### config.mk
export PLATFORM = sky130hd
export DESIGN_NAME = ahb_arbiter
export DESIGN_NICKNAME = d
export VERILOG_FILES = /design/src/rtl/ahb_arb_pkg.sv /design/src/rtl/rr_pick.sv /design/src/rtl/ahb_arbiter.sv
export SDC_FILE = /design/constraint.sdc
export NUM_CORES = 1
export LEC_CHECK = 0
export CORE_MARGIN = 4
export CORE_UTILIZATION = 41
export CTS_CLUSTER_DIAMETER = 40
export CTS_CLUSTER_SIZE = 25
export DETAILED_ROUTE_END_ITERATION = 6
export PLACE_DENSITY = 0.86
export SYNTH_ARGS = -nofsm -noshare
export SYNTH_HDL_FRONTEND = slang
export SYNTH_SLANG_ARGS = --single-unit
### constraint.sdc
create_clock -name clk -period 4 [get_ports clk]
set_input_delay 0.8 -clock clk [delete_from_list [all_inputs] [get_ports clk]]
set_output_delay 0.8 -clock clk [all_outputs]
set_load 0.02 [all_outputs]
### src/rtl/ahb_arb_pkg.sv
// Shared types for the AHB request arbiter: FSM states and counter sizing.
package ahb_arb_pkg;

  typedef enum logic [1:0] {IDLE, BUSY, RETIRE} arb_state_e;

  // Timeout counter must be able to hold the value TIMEOUT itself.
  function automatic int tmo_w(input int timeout);
    return $clog2(timeout + 1);
  endfunction

  localparam int TMO_W_DEFAULT = tmo_w(255);

endpackage

### src/rtl/rr_pick.sv
// Combinational winner select: fixed priority (lowest index) or round-robin
// starting one past the previous winner.
module rr_pick #(
  parameter int NUM_SRC = 4,
  parameter int RR_MODE = 1
) (
  input  logic [NUM_SRC-1:0]         req,
  input  logic [$clog2(NUM_SRC)-1:0] last_winner,
  output logic [NUM_SRC-1:0]         win,
  output logic                       vld
);

  localparam int IDX_W = $clog2(NUM_SRC);

  logic [IDX_W-1:0] idx;

  always_comb begin
    win = '0;
    vld = 1'b0;
    idx = '0;
    for (int k = 0; k < NUM_SRC; k++) begin
      if (RR_MODE != 0) idx = IDX_W'((int'(last_winner) + 1 + k) % NUM_SRC);
      else              idx = IDX_W'(k);
      if (!vld && req[idx]) begin
        win[idx] = 1'b1;
        vld      = 1'b1;
      end
    end
  end

endmodule

### src/rtl/ahb_arbiter.sv
// Multi-source AHB command arbiter: grants one source, drives its command,
// waits for ahb_done or a timeout, then retires for one cycle.
module ahb_arbiter
  import ahb_arb_pkg::*;
#(
  parameter int NUM_SRC = 4,
  parameter int ADDR_W  = 32,
  parameter int DATA_W  = 8,
  parameter int RR_MODE = 1,
  parameter int TIMEOUT = 255
) (
  input  logic                        clk,
  input  logic                        reset,
  input  logic [NUM_SRC-1:0]          req,
  input  logic [NUM_SRC-1:0]          write,
  input  logic [NUM_SRC-1:0]          read,
  input  logic [NUM_SRC*ADDR_W-1:0]   addr,
  input  logic [NUM_SRC*DATA_W-1:0]   data,
  input  logic                        ahb_done,
  input  logic [DATA_W-1:0]           ahb_rdata,
  output logic [ADDR_W-1:0]           ahb_addr,
  output logic [DATA_W-1:0]           ahb_data_out,
  output logic                        ahb_write,
  output logic                        ahb_read,
  output logic [NUM_SRC-1:0]          gnt,
  output logic [NUM_SRC-1:0]          done,
  output logic [NUM_SRC-1:0]          err,
  output logic [DATA_W-1:0]           rdata
);

  localparam int TMO_W = tmo_w(TIMEOUT);
  localparam int IDX_W = $clog2(NUM_SRC);

  arb_state_e         state, state_n;
  logic [TMO_W-1:0]   cnt, cnt_n;
  logic [IDX_W-1:0]   last_winner, last_n, win_idx;
  logic [NUM_SRC-1:0] win;
  logic               pick_vld;
  logic [ADDR_W-1:0]  sel_addr, addr_n;
  logic [DATA_W-1:0]  sel_data, data_n, rdata_n;
  logic               win_wr, win_rd, wr_n, rd_n;
  logic [NUM_SRC-1:0] gnt_n, done_n, err_n;

  rr_pick #(.NUM_SRC(NUM_SRC), .RR_MODE(RR_MODE)) u_pick (
    .req         (req),
    .last_winner (last_winner),
    .win         (win),
    .vld         (pick_vld)
  );

  always_comb begin
    sel_addr = '0;
    sel_data = '0;
    win_idx  = '0;
    for (int i = 0; i < NUM_SRC; i++) begin
      if (win[i]) begin
        sel_addr = addr[i*ADDR_W +: ADDR_W];
        sel_data = data[i*DATA_W +: DATA_W];
        win_idx  = IDX_W'(i);
      end
    end
    win_wr = |(write & win);
    win_rd = |(read & win);
  end

  always_comb begin
    state_n = state;
    cnt_n   = cnt;
    last_n  = last_winner;
    addr_n  = ahb_addr;
    data_n  = ahb_data_out;
    wr_n    = ahb_write;
    rd_n    = ahb_read;
    gnt_n   = gnt;
    done_n  = '0;
    err_n   = '0;
    rdata_n = rdata;
    case (state)
      IDLE: if (pick_vld) begin
        state_n = BUSY;
        cnt_n   = '0;
        last_n  = win_idx;
        addr_n  = sel_addr;
        data_n  = sel_data;
        wr_n    = win_wr;
        rd_n    = win_rd & ~win_wr;  // write takes precedence on a conflicting command
        gnt_n   = win;
      end
      BUSY: begin
        // A completion on the final counted cycle still beats the timeout.
        if (ahb_done) begin
          done_n  = gnt;
          rdata_n = ahb_rdata;
          wr_n    = 1'b0;
          rd_n    = 1'b0;
          state_n = RETIRE;
        end else if (cnt == TMO_W'(TIMEOUT - 1)) begin
          err_n   = gnt;
          wr_n    = 1'b0;
          rd_n    = 1'b0;
          state_n = RETIRE;
        end else begin
          cnt_n = cnt + TMO_W'(1);
        end
      end
      RETIRE: begin
        gnt_n   = '0;
        state_n = IDLE;
      end
      default: state_n = IDLE;
    endcase
  end

  always_ff @(posedge clk) begin
    if (reset) begin
      state        <= IDLE;
      cnt          <= '0;
      last_winner  <= IDX_W'(NUM_SRC - 1);
      ahb_addr     <= '0;
      ahb_data_out <= '0;
      ahb_write    <= 1'b0;
      ahb_read     <= 1'b0;
      gnt          <= '0;
      done         <= '0;
      err          <= '0;
      rdata        <= '0;
    end else begin
      state        <= state_n;
      cnt          <= cnt_n;
      last_winner  <= last_n;
      ahb_addr     <= addr_n;
      ahb_data_out <= data_n;
      ahb_write    <= wr_n;
      ahb_read     <= rd_n;
      gnt          <= gnt_n;
      done         <= done_n;
      err          <= err_n;
      rdata        <= rdata_n;
    end
  end

endmodule
### Yosys cells after proc, flatten, opt, wreduce, memory -nomap -nowiden

Index checks and enable logic that the tools add are counted.

* register bits after elaboration: 74
* bits in latches: 0
* RAM bits: 0
* bits in read-only memories: 0
* input port bits: 183
* output and inout bits: 62
* logic and storage cells: 115
* memories kept: 0

* add/sub/neg operators: 5
* multipliers: 0
* divide/modulo/power cells: 0
* magnitude comparators: 8
* equality and inequality tests: 7
* shift operators: 0
* muxes and demuxes: 51
* bitwise operators: 10
* reductions and logical operators: 23

Operator list (count)
* 32-bit 2-to-1 mux: 4
* 8-bit 2-to-1 mux: 7
* 4-bit 2-to-1 mux: 5
* 1-bit 2-to-1 mux: 17
* 8-bit case mux with 2 select lines: 1
* 2-bit by 3-bit less-than comparator with 1-bit output, second input constant: 4
* 4-bit bitwise OR: 3
* 4-bit OR reduction: 3
* 2-bit 2-to-1 mux: 5
* 8-bit by 1-bit adder with 8-bit output, second input constant: 1
* 4-bit AND: 2
* 1-bit binary-select mux with 2-bit select: 4
* 1-bit demux with 2-bit select: 4
* 8-bit == test, second input constant: 1
* 2-bit by 1-bit greater-or-equal comparator with 1-bit output, second input constant: 4
* 4-bit case mux with 2 select lines: 1
* 2-bit AND reduction: 4
* 1-bit logical AND: 7
* 2-bit != test, second input constant: 3
* 2-bit by 1-bit adder with 2-bit output, second input constant: 2
* 2-bit adder, second input constant: 2
* 1-bit NOT: 4
* 1-bit case mux with 2 select lines: 2
* 2-bit case mux with 2 select lines: 1
* 10 further kinds: 13

### Logic depth before layout (Yosys ltp)

* depth after elaboration: 19
* gate-level depth with buffers: 12
* mapped depth without buffers: 8

### Hierarchy

From an unflattened synthesis, not the netlist that was laid out.

* cells, all modules: 487
* area, all modules: 4076.4 um^2

By module, submodules not included
* ahb_arbiter: times used 1, cells each 435, area an instance 3662.3 um^2, sequential area each 1481.4 um^2
* rr_pick: times used 1, cells each 52, area an instance 414.1 um^2, sequential area each 0.0 um^2

### Worst setup path before layout

OpenSTA, ideal clock, no wires.

* kind: flip-flop to flip-flop
* start: reg last_winner[0]
* end: reg ahb_addr[15]
* setup time: 0.130 ns
* arrival time: 2.915 ns
* data required time: 3.870 ns
* slack: 0.955 ns
* stages on the path, launching flop included: 13
* buffers on the path: 4
* clock period less this slack: 3.045 ns
* cell sequence: dfxtp_1 -> buf_4 -> inv_1 -> ha_1 -> buf_2 -> and3b_1 -> or3_4 -> and4_1 -> or3_1 -> buf_4 -> buf_6 -> a2111oi_2 -> a211oi_2

* longest elaborated chain between the ends: 17
* elaborated cells between the ends (all ways): 54
* classes of those cells: add/sub: 4; order compare: 8; mux: 28; bitwise: 3; reduce/logical: 11

Ends and longest elaborated chain
* start, declared: line ahb_arbiter.sv:36 `logic [IDX_W-1:0] last_winner, last_n, win_idx;`
* start signal, assigned: line ahb_arbiter.sv:118 `last_winner <= IDX_W'(NUM_SRC - 1);`
* start signal, assigned: line ahb_arbiter.sv:130 `last_winner <= last_n;`
* 2-bit by 1-bit adder with 2-bit output *: line rr_pick.sv:22 `if (RR_MODE != 0) idx = IDX_W'((int'(last_winner) + 1 + k) % NUM_SRC);`
* parallel branches: the longest is 16 deep, another holds 2-bit by 3-bit less-than comparator with 1-bit output
* end signal, assigned: line ahb_arbiter.sv:131 `ahb_addr <= addr_n;`
* end, declared: line ahb_arbiter.sv:21 `output logic [ADDR_W-1:0] ahb_addr,`

Every way passes the cells marked *. The select of a mux whose other input is x is not followed.
A chain may end at the register's enable or synchronous reset.

### Final worst setup path

* start: in req[2]
* end: reg ahb_data_out[6]

* longest elaborated chain between the ends: 16
* elaborated cells between the ends (all ways): 30
* classes of those cells: mux: 20; bitwise: 3; reduce/logical: 7

Ends and longest elaborated chain
* start, declared: line ahb_arbiter.sv:14 `input logic [NUM_SRC-1:0] req,`
* 1-bit binary-select mux with 2-bit select: line rr_pick.sv:24 `if (!vld && req[idx]) begin`
* 1-bit 2-to-1 mux (not written as such): line rr_pick.sv:24
* 1-bit 2-to-1 mux: line rr_pick.sv:24
* 1-bit logical NOT: line rr_pick.sv:24
* 1-bit logical AND: line rr_pick.sv:24
* 1-bit 2-to-1 mux: line rr_pick.sv:24
* 1-bit logical NOT: line rr_pick.sv:24
* 1-bit logical AND: line rr_pick.sv:24
* 1-bit 2-to-1 mux: line rr_pick.sv:24
* 1-bit logical NOT: line rr_pick.sv:24
* 1-bit logical AND: line rr_pick.sv:24
* 4-bit 2-to-1 mux: line rr_pick.sv:24
* 8-bit 2-to-1 mux (4 in a row): line ahb_arbiter.sv:56 `if (win[i]) begin`
* end signal, assigned: line ahb_arbiter.sv:132 `ahb_data_out <= data_n;`
* end, declared: line ahb_arbiter.sv:22 `output logic [DATA_W-1:0] ahb_data_out,`

Parallel ways exist; a longest one is shown, timed or not. The select of a mux whose other input is x is not followed.

==> reports/metrics.yaml <==
die-height_um: 116.8
ios: 245
maxSlewHeadroom: 0.4758
peakVddDrop_mv: 0.6359
clock_pin_slew_of_the_registers_on_the_worst_case_setup_and_hold_paths_ps: 60
layout.cell_area.non_filler_um2: 7657
port-buffer-count: 244
shortest_period_the_worst_path_allows_ps: 3407
overflow: 0
timing.critical_path.to_type: "register"
clock_latency_of_the_later_clocked_register_in_the_worst_skew_pair_ps: 340
layout-area-overhead-vs-synth_pct: 57.65
wl_per_cell_um: 22.19
gp_routability_congestion: 0.9388
syn_inst: 519
antenna_found_initial: 0
worstSetupPathType: "input port to register"
post_cts_setup_bufs: 0
synth_seq_area_share: 0.3050
power_density_nw_per_um2: 675.9
finalHoldViolations: 0
cts_resized: 0
clockBufferDepth: 2
synth_warnings: 0
hp-class: "register to register"
place.detailed.hpwl_um: 13680
via_count: 5548
dieArea_um2: 13650
drv_cap: 0
final.period_utilization: 0.8518
finish.net_count: 919
numClockSinks: 74
critical_path.startpoint_type: "input port"
post_synth_edffs: 0
timing.final.setup_violations: 0
tritoncts.num_buffers: 9
cts_hold_buffers: 0
detailed_place.area_um2: 7370
ys_dominant_reg_cell: "dfxtp_1"
via_count_of_the_first_global_routing_pass: 5463
dpl_worst_slack_ps: 279.8
drt_drc_violations_left: 0
pin_count_of_the_biggest_net_entering_global_routing: 83
initial_core_util: 0.4218
die_w_um: 116.8
pnr_worst_setup_slack_ps: 592.7
grt.total_usage: 0.2720
max_slew.worst_pin.slew_ps: 786.3
power.total_mw: 5.175
synth-async-reset-ratio: 0
synth_area_per_cell_um2: 9.359
yosys_register_bits: 74
finalSetupTns_ps: 0
antenna_violating_nets_post_route: 0
synth_nets: 710
crit_path_max_fanout: 43
worst_ep_required_time_ps: 4200
timing.final.max_slew_violations: 0
drt_pre_antenna_iters: 5
fp-row-count: 39
outcome: "finished clean"
timing.clock.skew_ps: 5.618
worst-endpoint-arrival_ps: 3610
post_route_cells_drive_above_1_share: 0.1473
drtIter0Drc: 530
fmax_mhz: 293.5
cts_tree: "yes"
wire_length_of_the_first_global_routing_pass_um: 29600
finalHoldWorstSlack_ps: 463.1
via_per_inst: 6.333
core_um2: 11520
wl_um: 19440
cts.htree.levels: 3
power.leakage_nw: 2.438
cts.root.buffer_cell: "clkbuf_16"
post_synth_instance_area_um2: 4857
total_inserted_antenna_cells: 0
post_synth_num_cell_types: 63
unrepaired_setup_endpoints_after_global_routing: "false"
[synthesized netlist by cell type (2+ instances only)]
library cell	number	area, µm²
and4_1	2	17.52
nor3_1	8	40.04
dfxtp_1	74	1481
or3_1	3	18.77
ha_1	8	100.1
o221ai_1	40	350.3
inv_1	12	45.04
nand3_1	51	255.2
a21oi_1	18	90.09
o31ai_1	3	22.52
nand2_1	20	75.07
buf_1	2	7.510
buf_6	8	90.09
buf_4	5	37.54
nand4_1	4	25.02
a211o_1	2	17.52
nor4_1	4	25.02
clkbuf_1	28	105.1
a22oi_1	4	30.03
mux2i_1	7	70.07
and3_1	2	12.51
o21ai_0	4	20.02
nor4_2	38	475.5
and2_1	9	56.30
or4_1	5	37.54
a31oi_1	2	12.51
a21boi_0	2	15.01
or2_1	2	12.51
o21ai_1	2	10.01
a211oi_2	12	150.1
a2111oi_2	9	135.1
a2111oi_0	13	113.9
a2111oi_1	19	190.2
nor4b_1	2	17.52
o31a_1	3	26.28
buf_2	19	95.09
nor2_1	13	48.80
a211oi_1	31	232.7
nand2b_1	5	31.28
[stage by stage]
stage | std cells | utilization
finish | 876 | 0.6649
global route | 876 | 0.6649
CTS | 876 | 0.6649
detailed placement | 860 | 0.6399
global placement | 860 | 0.6399
floorplan | 519 | -
[registers in the layout (all words and copies together), names as in the netlist]
register	count
cnt	8
last_winner	2
done	4
err	4
rdata	8
gnt	4
state	2
ahb_write	1
ahb_addr	32
ahb_data_out	8
ahb_read	1
[cells in the final DEF, fill, tap and decap left out, types with 18 or more instances in the layout]
cell type	Yosys	routed
nand2_1	20	19
o221ai_1	40	40
dfxtp_1	74	74
a21oi_1	18	18
a211oi_1	31	31
clkdlybuf4s50_1	0	244
nor4_2	38	38
a2111oi_1	19	19
nand3_1	51	51
[final cells by class]
type                       count  area, µm²
sequential                    74       1481
clock inverter                 6      48.80
fill                         911       3859
timing repair buffer         260       2650
inverter                      13      48.80
tap                          143      178.9
multi-input combinational    370       3010
clock buffer                  10      239.0
[critical path, stage by stage]
cell and delay [ps]:
clkdlybuf4s50_1 530, mux4_2 610, nand2_1 110, o31ai_1 110, or3_2 530, buf_12 210, a2111oi_1 510, a211oi_1 160
[report_power, final]
group          internal, mW  switching [mW]
clock network         0.443           0.344
logic                  1.35            1.97
registers             0.938           0.125
total                  2.73            2.44
[routing by layer]
metal / part of all wire / global-route usage / vias to the layer above
met1: 0.40 / 0.3510 / 2669
met5: 0 / 0 / -
met2: 0.50 / 0.4592 / 311
li1: - / - / 2531
met3: 0.077 / 0.05656 / 37
met4: 0.025 / 0.07951 / 0
[worst paths after layout]
path,startpoint,to,slack (ps),cells after the start
worst min register to register,rdata[6],rdata[6],460,2
worst min-delay path,rdata[6],rdata[6],460,2
worst max register to register,last_winner[1],ahb_data_out[6],760,9
worst max-delay path,req[2],ahb_data_out[6],590,8
[cells by family (layout without fill, tap and decap cells)]
logic type,after synthesis,count (layout),share of synthesized area
buf+inv,75,289,0.07908
compound gates,173,173,0.3109
fa+ha+maj,8,8,0.02061
simple gates,178,178,0.2553
flops,74,74,0.3050
mux,11,11,0.02911
Power figures use the tool's default switching activity.
